$ cat src/rtl/mii_rx_pkg.sv
// Shared definitions for the MII receive MAC: FSM states, CRC constants, preamble nibbles.
// Latency: n/a (definitions only).
// Backpressure: n/a.
package mii_rx_pkg;

  typedef enum logic [2:0] {
    ST_DROP     = 3'd0,
    ST_IDLE     = 3'd1,
    ST_PREAMBLE = 3'd2,
    ST_DATA     = 3'd3,
    ST_END      = 3'd4
  } rx_state_t;

  localparam logic [31:0] CRC_POLY_REFL = 32'hEDB88320;
  localparam logic [31:0] CRC_INIT      = 32'hFFFFFFFF;
  localparam logic [31:0] CRC_RESIDUE   = 32'hDEBB20E3;

  localparam logic [3:0] PREAMBLE_NIBBLE = 4'h5;
  localparam logic [3:0] SFD_NIBBLE      = 4'hD;

  // One byte of the reflected IEEE 802.3 CRC, LSB of the byte first.
  function automatic logic [31:0] crc32_byte(input logic [31:0] crc, input logic [7:0] data);
    logic [31:0] c;
    c = crc ^ {24'h0, data};
    for (int i = 0; i < 8; i++) begin
      c = c[0] ? ((c >> 1) ^ CRC_POLY_REFL) : (c >> 1);
    end
    return c;
  endfunction

endpackage

$ cat src/rtl/mii_rx_crc32.sv
// Byte-wide reflected CRC-32 register; clear reloads the init value.
// Latency: crc reflects a byte one cycle after enable.
// Backpressure: none; updates only when enable is high.
module mii_rx_crc32
  import mii_rx_pkg::*;
(
  input  logic        clk,
  input  logic        rstn,
  input  logic        clear,
  input  logic        enable,
  input  logic [7:0]  data,
  output logic [31:0] crc
);

  // Running CRC; clear wins over a same-cycle update.
  always_ff @(posedge clk or negedge rstn) begin
    if (!rstn) begin
      crc <= CRC_INIT;
    end else if (clear) begin
      crc <= CRC_INIT;
    end else if (enable) begin
      crc <= crc32_byte(crc, data);
    end
  end

endmodule

$ cat src/rtl/mii_rx_mac.sv
// MII receive MAC: strips preamble/SFD, checks FCS/length/rxer/alignment, emits bytes with sop/eop/err, FCS removed.
// Latency: a byte leaves 1 cycle after the nibble completing the byte 4 positions later; last byte 1 cycle after END.
// Backpressure: none; consumer must accept every rx_valid strobe. Optional stats under MII_RX_MAC_STATS_EN.
module mii_rx_mac
  import mii_rx_pkg::*;
#(
  parameter int MIN_LEN = 64,
  parameter int MAX_LEN = 1518    // at most 65534 so the saturated count still reads as too long
`ifdef MII_RX_MAC_STATS_EN
  ,
  parameter int STAT_WIDTH = 32
`endif
) (
  input  logic       eth_rxclk,
  input  logic       rstn,
  input  logic       eth_rxdv,
  input  logic       eth_rxer,
  input  logic [3:0] eth_rxd,
  output logic [7:0] rx_data,
  output logic       rx_valid,
  output logic       rx_sop,
  output logic       rx_eop,
  output logic       rx_err,
  output logic       rx_crc_err,
  output logic       rx_len_err,
  output logic       rx_busy
`ifdef MII_RX_MAC_STATS_EN
  ,
  output logic [STAT_WIDTH-1:0] stat_frames_ok,
  output logic [STAT_WIDTH-1:0] stat_frames_err
`endif
);

  rx_state_t   state, state_nxt;
  logic        sfd_hit;
  logic        byte_done;
  logic        busy_nxt;
  logic        phase;
  logic [3:0]  low_nib;
  logic [15:0] byte_cnt;
  logic        err_flag;
  logic        align_err;
  logic [31:0] fcs_sr;      // last four bytes received; the newest is in [7:0]
  logic [7:0]  hold;
  logic        hold_vld;
  logic        first_pend;
  logic [31:0] crc;
  logic [7:0]  new_byte;
  logic        crc_bad;
  logic        len_bad;
  logic        frame_bad;

  assign new_byte  = {eth_rxd, low_nib};
  assign crc_bad   = (crc != CRC_RESIDUE);
  assign len_bad   = (byte_cnt < 16'(MIN_LEN)) || (byte_cnt > 16'(MAX_LEN)) || align_err;
  assign frame_bad = err_flag || crc_bad || len_bad;

  mii_rx_crc32 u_crc (
    .clk    (eth_rxclk),
    .rstn   (rstn),
    .clear  (sfd_hit),
    .enable (byte_done),
    .data   (new_byte),
    .crc    (crc)
  );

  // State register.
  always_ff @(posedge eth_rxclk or negedge rstn) begin
    if (!rstn) state <= ST_DROP;
    else       state <= state_nxt;
  end

  // Next state plus the per-cycle control strobes derived from it.
  always_comb begin
    state_nxt = state;
    sfd_hit   = 1'b0;
    byte_done = 1'b0;
    case (state)
      ST_DROP: begin
        if (!eth_rxdv) state_nxt = ST_IDLE;
      end
      ST_IDLE: begin
        if (eth_rxdv) state_nxt = (eth_rxd == PREAMBLE_NIBBLE) ? ST_PREAMBLE : ST_DROP;
      end
      ST_PREAMBLE: begin
        if (!eth_rxdv)                      state_nxt = ST_IDLE;
        else if (eth_rxer)                  state_nxt = ST_DROP;
        else if (eth_rxd == PREAMBLE_NIBBLE) state_nxt = ST_PREAMBLE;
        else if (eth_rxd == SFD_NIBBLE) begin
          state_nxt = ST_DATA;
          sfd_hit   = 1'b1;
        end else                            state_nxt = ST_DROP;
      end
      ST_DATA: begin
        if (!eth_rxdv) state_nxt = ST_END;
        else           byte_done = phase;
      end
      ST_END: begin
        state_nxt = ST_IDLE;
      end
      default: state_nxt = ST_DROP;
    endcase
    busy_nxt = (state_nxt == ST_PREAMBLE) || (state_nxt == ST_DATA) || (state_nxt == ST_END);
  end

  // Nibble assembly, byte count, error flags and the 4-byte FCS holdback pipeline.
  always_ff @(posedge eth_rxclk or negedge rstn) begin
    if (!rstn) begin
      phase      <= 1'b0;
      low_nib    <= 4'h0;
      byte_cnt   <= 16'h0;
      err_flag   <= 1'b0;
      align_err  <= 1'b0;
      fcs_sr     <= 32'h0;
      hold       <= 8'h0;
      hold_vld   <= 1'b0;
      first_pend <= 1'b0;
    end else if (sfd_hit) begin
      phase      <= 1'b0;
      byte_cnt   <= 16'h0;
      err_flag   <= 1'b0;
      align_err  <= 1'b0;
      fcs_sr     <= 32'h0;
      hold       <= 8'h0;
      hold_vld   <= 1'b0;
      first_pend <= 1'b1;
    end else if (state == ST_DATA) begin
      if (eth_rxdv) begin
        if (eth_rxer) err_flag <= 1'b1;
        if (!phase) begin
          low_nib <= eth_rxd;
          phase   <= 1'b1;
        end else begin
          phase <= 1'b0;
          if (byte_cnt != 16'hFFFF) byte_cnt <= byte_cnt + 16'd1;
          if (hold_vld) first_pend <= 1'b0;
          hold   <= fcs_sr[31:24];
          fcs_sr <= {fcs_sr[23:0], new_byte};
          // Fifth byte onwards: the oldest FCS slot now holds real payload.
          if (byte_cnt >= 16'd4) hold_vld <= 1'b1;
        end
      end else if (phase) begin
        align_err <= 1'b1;
      end
    end else if (state == ST_END) begin
      hold_vld <= 1'b0;
    end
  end

  // Registered output strobes; pulses default low every cycle.
  always_ff @(posedge eth_rxclk or negedge rstn) begin
    if (!rstn) begin
      rx_data    <= 8'h0;
      rx_valid   <= 1'b0;
      rx_sop     <= 1'b0;
      rx_eop     <= 1'b0;
      rx_err     <= 1'b0;
      rx_crc_err <= 1'b0;
      rx_len_err <= 1'b0;
      rx_busy    <= 1'b0;
    end else begin
      rx_valid   <= 1'b0;
      rx_sop     <= 1'b0;
      rx_eop     <= 1'b0;
      rx_err     <= 1'b0;
      rx_crc_err <= 1'b0;
      rx_len_err <= 1'b0;
      rx_busy    <= busy_nxt;
      if (byte_done && hold_vld) begin
        rx_valid <= 1'b1;
        rx_data  <= hold;
        rx_sop   <= first_pend;
      end
      if (state == ST_END) begin
        if (hold_vld) begin
          rx_valid <= 1'b1;
          rx_data  <= hold;
          rx_sop   <= first_pend;
          rx_eop   <= 1'b1;
          rx_err   <= frame_bad;
        end
        rx_crc_err <= crc_bad;
        rx_len_err <= len_bad;
      end
    end
  end

`ifdef MII_RX_MAC_STATS_EN
  // Saturating good/bad frame counters, bumped as END resolves the frame.
  always_ff @(posedge eth_rxclk or negedge rstn) begin
    if (!rstn) begin
      stat_frames_ok  <= '0;
      stat_frames_err <= '0;
    end else if (state == ST_END) begin
      if (frame_bad) begin
        if (stat_frames_err != '1) stat_frames_err <= stat_frames_err + {{(STAT_WIDTH-1){1'b0}}, 1'b1};
      end else begin
        if (stat_frames_ok != '1) stat_frames_ok <= stat_frames_ok + {{(STAT_WIDTH-1){1'b0}}, 1'b1};
      end
    end
  end
`endif

endmodule

$ cat config.mk
export PLATFORM = sky130hd
export DESIGN_NAME = mii_rx_mac
export DESIGN_NICKNAME = d
export VERILOG_FILES = /design/src/rtl/mii_rx_pkg.sv /design/src/rtl/mii_rx_crc32.sv /design/src/rtl/mii_rx_mac.sv
export SDC_FILE = /design/constraint.sdc
export NUM_CORES = 1
export LEC_CHECK = 0
export CORE_MARGIN = 5
export CORE_UTILIZATION = 50
export CTS_CLUSTER_DIAMETER = 30
export CTS_CLUSTER_SIZE = 24
export DETAILED_ROUTE_END_ITERATION = 16
export HOLD_SLACK_MARGIN = 0.12
export PLACE_DENSITY = 0.77
export SLEW_MARGIN = 5
export SYNTH_ARGS = -nofsm -noshare
export SYNTH_HDL_FRONTEND = slang
export SYNTH_SLANG_ARGS = --single-unit
$ cat constraint.sdc
create_clock -name eth_rxclk -period 3.57 [get_ports eth_rxclk]
set_input_delay 0.5355 -clock eth_rxclk [delete_from_list [all_inputs] [get_ports eth_rxclk]]
set_output_delay 0.5355 -clock eth_rxclk [all_outputs]
set_load 0.02 [all_outputs]
==> results.md <==
* Net Sw Power at about 1.4 mW
* Critical path's largest stage delay at roughly 0.58 ns
* Gr ovfl total at 0
* Crit-path slowest cell: clkdlybuf4s50_1
* 1st-iter DRT viols at 296
* Worst hold path class: primary input to asynchronous set/reset pin
* RSZ-0062 raised after global routing: false
* Reg clk slew, reported paths at ~0.060 ns
* Synth unique cells at 50
* Wire per inst at roughly 19 µm
* Die footprint at 0.0131 mm²
* Max Root-Sink Buffers at 2
* Starting Density at 50.7%
* DRT Pass-1 Iters at 5
* P_leak at 2.76 nW
* Top Family by Delay on Critical Path: simple AND/OR/NAND/NOR gates
* Required @ worst endpoint at 3.95 ns
* Final period util at 62.4%
* Crit-path cells: clkdlybuf4s50_1, and4b_1, nand2_1, buf_4, nor4b_1, xnor2_1, nor2_1
* Antenna violations before repair at 0
* Yosys warning count at 0
* Share of cells above drive strength 1 at 23.0%
* Synthesized instance count at 446
* Yosys reg bits at 115
* Clock power frac at between 30% and 40%
* Arr. time, crit path at 2.61 ns
* Top FF cell, synth: dfrtp_1
* Final slew viol count at 0
* Die Wd at 115 µm
* GP Congestion at 0.851
* Worst Tran Pin Value at between 0.8 and 0.9 ns
* Max Clk Rate at 0.449 GHz
* Non-filler cells, final at approximately 630
* Worst slew margin at 42.5%
* Peak VDD IR at 0.461 mV
* Worst Path Max Fanout at 35
* Sequential-to-total area share from yosys stat at between 50% and 60%
* Switching Share at a little under a third
* # placed instances at slightly below 600
* Post-CTS setup buffer count at 0
* Crit path kind: primary input to register
* Logic pwr share at 28.1%
* Pint at 3.23 mW
* Total wire length at 11.7 mm
* Setup violations, final at 0
* Syn_nets at 456
* Ys async rst share at between 90% and 100%
* IO buf count at 22
* Number of flops mapped to enable cells by yosys at 0
* Row count at 38
* CTS root buf: clkbuf_8
* Hold buffer count at CTS at 0
* Final nets at 484
* Final-report hold violation count at 0
* Vias post-DR at about 3,600
* DRC at 0
* Post-CTS Resized at 0
* Max-capacitance violation count at 0
* Mapped Area at 0.00547 mm²
* Min Tclk post-route at 2.23 ns
* Fin Setup TNS at 0 ns
* Largest net degree at the start of global routing at 69
* Fillers at 812
* Final Skew at 0.0149 ns
* CORE AREA at roughly 0.011 mm²
* Vias in the first global route at 3,845
* CTS tree: yes
* All-Layer GR Usage at between 15 and 20%
* Setup crit end kind: register
* HPWL Detailed at 7.27 mm
* Final core area utilization at 59.9%
* Commonest non-fill, non-tap cell in the layout: dfrtp_1
* Outcome: finished, final reports clean
* CP startpoint kind: primary input
* Sequential share of power at between 30% and 40%
* H-tree Lvls at 4
* Global-route wire length before repair at 19.6 mm
* Vias per cell at 5.80
* Most frequent cells in the layout: 83 x dfrtp_1, 51 x xnor2_1, 41 x a22o_1
* TritonCTS Buffers at 17
* I/O pin cnt at 23
* Antenna-violating nets left at 0
* CP bufs+invs at 2
* N_diodes at 0
* Clk Latency, worst-skew pair at 0.51 ns
* P per Cell Area at 716 mW/mm²
* Die Y at approximately 110 µm
* Post-synthesis average cell area at roughly 12 µm²
* Clock sink count at 115
* Area Overhead vs Synth at 18.2%
[power by group through the flow]
stage	registers [mW]	clock network [mW]	logic [mW]
after floorplan	1.55	0	1.06
after global placement	1.58	0	1.25
after detailed placement	1.58	0	1.27
after CTS	1.57	1.78	1.31
after global routing	1.58	1.85	1.40
final	1.57	1.76	1.30
[final cells by class]
cell class	count	area, µm²	share of cell area (%)
Clock inverter	15	205	3.18
Clock buffer	17	414	6.41
Inverter	5	18.8	0.290
Tap cell	140	175	2.71
Timing Repair Buffer	29	283	4.38
Multi-Input combinational cell	306	2450	37.9
Sequential cell	115	2920	45.2
[per-stage QoR]
step           area [µm²]  worst slack [ns]  power, mW  hold WS, ns
2_1_floorplan        5470              1.72       2.61        0.240
3_3_place_gp         5840             0.990       2.83        0.478
3_5_place_dp         5840             0.915       2.85        0.482
4_1_cts              6460              1.38       4.66        0.163
5_1_grt              6460              1.19       4.83        0.186
6_report             6460              1.34       4.63        0.148
[worst paths after layout]
path                       slack (ns)        start      endpoint  cells past startpoint
max                              1.34     eth_rxdv   byte_cnt[6]                      7
min                              0.15         rstn   byte_cnt[1]                      1
max reg2reg                      1.36  byte_cnt[0]   byte_cnt[7]                      6
min reg2reg                      0.50      hold[5]       hold[5]                      1
max in group asynchronous        2.63         rstn  u_crc.crc[7]                      2
min in group eth_rxclk           0.50      hold[5]       hold[5]                      1
[cells in the mapped netlist, types with 2 or more instances]
cell type,n,area (µm²)
nor2_1,33,124
xor2_1,14,123
or4b_2,2,20.0
o211ai_1,6,45.0
ha_1,2,25.0
nand3b_1,2,15.0
and2_1,4,25.0
xnor2_2,10,163
or2_2,3,18.8
nor4_1,9,56.3
xnor2_1,51,447
o21ai_0,3,15.0
nor3_1,11,55.1
nand2_1,21,78.8
and4bb_2,2,25.0
and4_1,3,26.3
clkbuf_1,9,33.8
buf_2,9,45.0
xnor2_4,6,165
inv_1,5,18.8
a21oi_1,15,75.1
nand4_1,4,25.0
nand3_1,10,50.1
dfrtp_1,83,2080
buf_1,2,7.51
nand2b_1,3,18.8
a22o_1,41,359
dfstp_2,32,841
o22a_1,13,114
mux2_2,12,135
nand4b_1,3,26.3
o211a_1,2,20.0
or4_1,4,30.0
[layer usage]
metal  global-route usage (%)  share of wire [%]  vias up
li1                         -                  -     1667
met1                     25.1                 43     1859
met2                     32.2                 51      101
met3                     5.23                4.7        9
met4                     4.75               0.71        0
met5                        0                  0        -
[flip-flops by register name (all words and copies together), names as in the netlist, named ones only]
name / flops
fcs_sr: 32
u_crc.crc: 32
byte_cnt: 16
hold: 8
low_nib: 4
state: 3
align_err: 1
err_flag: 1
first_pend: 1
hold_vld: 1
phase: 1
rx_busy: 1
rx_crc_err: 1
rx_eop: 1
rx_err: 1
rx_len_err: 1
rx_sop: 1
rx_valid: 1
[kinds of logic after synthesis]
group / after synthesis / share of synthesized area (%)
buffers and inverters: 25 / 1.92
flip-flops: 115 / 53.4
XOR/XNOR: 83 / 17.1
AO/OA/AOI/OAI: 89 / 12.9
adder cells (fa/ha/maj): 2 / 0.458
multiplexers: 13 / 2.65
AND/OR/NAND/NOR: 119 / 11.6
No activity file was read; power rests on OpenSTA's default activity.
==> variant (config.mk and constraints unchanged) <==
`MAX_LEN`: 1518 -> 1024.
--- a/src/rtl/mii_rx_mac.sv
+++ b/src/rtl/mii_rx_mac.sv
@@ -6,5 +6,5 @@
 #(
   parameter int MIN_LEN = 64,
-  parameter int MAX_LEN = 1518    // at most 65534 so the saturated count still reads as too long
+  parameter int MAX_LEN = 1024    // at most 65534 so the saturated count still reads as too long
 `ifdef MII_RX_MAC_STATS_EN
   ,
Function: no difference found for any inputs over 4 cycles, from zero or initial values and one cycle with rstn low; that may be too few to reach the edited logic, so the function may still have changed.
==> variant against the original RTL <==
Cell count is 13% higher; cell area rose by 0.91%; die area rose by 2.2%; synthesized cell count grew 21%; setup slack got worse by 110 ps; sequential cell count is the same; wire length down 0.47%; largest cell class unchanged; count of clock-buffer cells in the layout up 1; worst hold slack improved by 330 ps; maximum frequency is 4.6% lower; clock skew decreased by 4.7 ps; area after synthesis rose by 2.4%.
Power is not compared: it rests on default switching activity, and its combinational part moved more than twofold at a synthesized area within 25%.
==> variant: results (changes against the original RTL) <==
sequential fraction of the synthesis area: 0.5210 (-0.01264)
Pleak: 2.711 nW
post-synth cell types: 55 (+10%)
VDD IR-drop max: 0.3054 mV
CP Data Arrival Time: 2780 ps (+170 ps)
Worst-Margin Slew: 941.6 ps (+78.59 ps)
R2R setup slack: 1260 ps (-100 ps)
largest net degree at the start of global routing: 80 (+16%)
vias in the first global route: 4054 (+5.4%)
initial DRC count: 274 (-7.4%)
dpl cells: 677 (+14%)
commonest cells in the netlist: nand2_1 (110), dfrtp_1 (83), xnor2_1 (50)
Detail Placement HPWL: 7346 um (+1.0%)
Clock Latency Late Sink: 530 ps (+20 ps)
R2R Path Start: state[2]
status: completed
Post-layout nets: 567 (+17%)
top cells by area, synth: dfrtp_1 (37%), dfstp_2 (15%), xnor2_1 (7.8%)
Max FO, Critical Path: 5 (-86%)
Layout Skew: 10.16 ps (-4.729 ps)
Syn Inst Count: 539 (+21%)
Syn Nets: 549 (+20%)
worst reg2reg endpoint: u_crc.crc[30]
GPL Wtd Cong: 0.9371 (+10%)
worst hold path class: reg -> reg
Detailed Route WL: 11600 um (-0.47%)
first-pass GRT wire length: 20040 um (+2.0%)
share of post-route cells with drive strength above 1: 0.1754 (-0.05454)
worst hold margin: 481.6 ps (+333.8 ps)
## variant: worst max-delay path by stage
stage,start,end,slack (ps),depth (start not counted)
after CTS,eth_rxd[3],u_crc.crc[23],1260,6
after global routing,byte_cnt[3],byte_cnt[2],1050,5
after detailed placement,eth_rxd[3],u_crc.crc[23],740,6
after floorplan,eth_rxdv,flop,1490,7
after global placement,eth_rxd[3],u_crc.crc[23],810,6
final,eth_rxd[2],u_crc.crc[25],1230,6
## variant: cell families (layout without fill, tap and decap cells)
group / count (synthesis) / after routing / synth area share
XOR/XNOR: 84 / 84 / 0.1521
flip-flops: 115 / 115 / 0.5210
AO/OA/AOI/OAI: 94 / 94 / 0.1030
AND/OR/NAND/NOR: 195 / 195 / 0.1604
multiplexers: 16 / 16 / 0.03128
adder cells (fa/ha/maj): 2 / 2 / 0.004468
buffers and inverters: 33 / 64 / 0.02770
## variant: repair_timing
item	CTS	global route
buffers inserted	0	0
endpoints found under the hold margin	50	0
hold buffers	1	0
## variant: power groups by stage
stage / logic [W] / clock network [W] / registers (W)
2_1_floorplan: 0.000414 / 0 / 0.00141
3_3_place_gp: 0.000500 / 0 / 0.00142
3_5_place_dp: 0.000509 / 0 / 0.00142
4_1_cts: 0.000523 / 0.00167 / 0.00140
5_1_grt: 0.000570 / 0.00173 / 0.00141
6_report: 0.000520 / 0.00164 / 0.00140
## variant: metrics by stage
stage	area [um2]	setup WS [ps]	util
floorplan	5600	1487	-
global placement	5929	807.8	0.5446
detailed placement	5929	735.7	0.5446
CTS	6521	1257	0.5989
global route	6521	1053	0.5989
finish	6521	1235	0.5989
## variant: layout make-up
class,count,area [um2]
fill,883,4367
sequential,115,2918
clock buffer,18,427.9
multi-input combinational,391,2529
tap,140,175.2
timing repair buffer,28,302.8
inverter,4,15.01
clock inverter,14,153.9
## variant: worst max-delay path: stages
cell             delay (ps)
clkdlybuf4s50_1         550
xnor2_2                 450
xor2_2                  230
xnor2_1                 580
xor2_1                  190
a2bb2oi_1               240
## variant: metal layers
| layer | routed length, um | vias up | GRT usage |
|---|---|---|---|
| met4 | 172 | 0 | 0.07193 |
| met1 | 5306 | 1952 | 0.2565 |
| met3 | 620 | 16 | 0.05640 |
| met2 | 5503 | 117 | 0.3015 |
| li1 | - | 1878 | - |
| met5 | 0 | - | 0 |
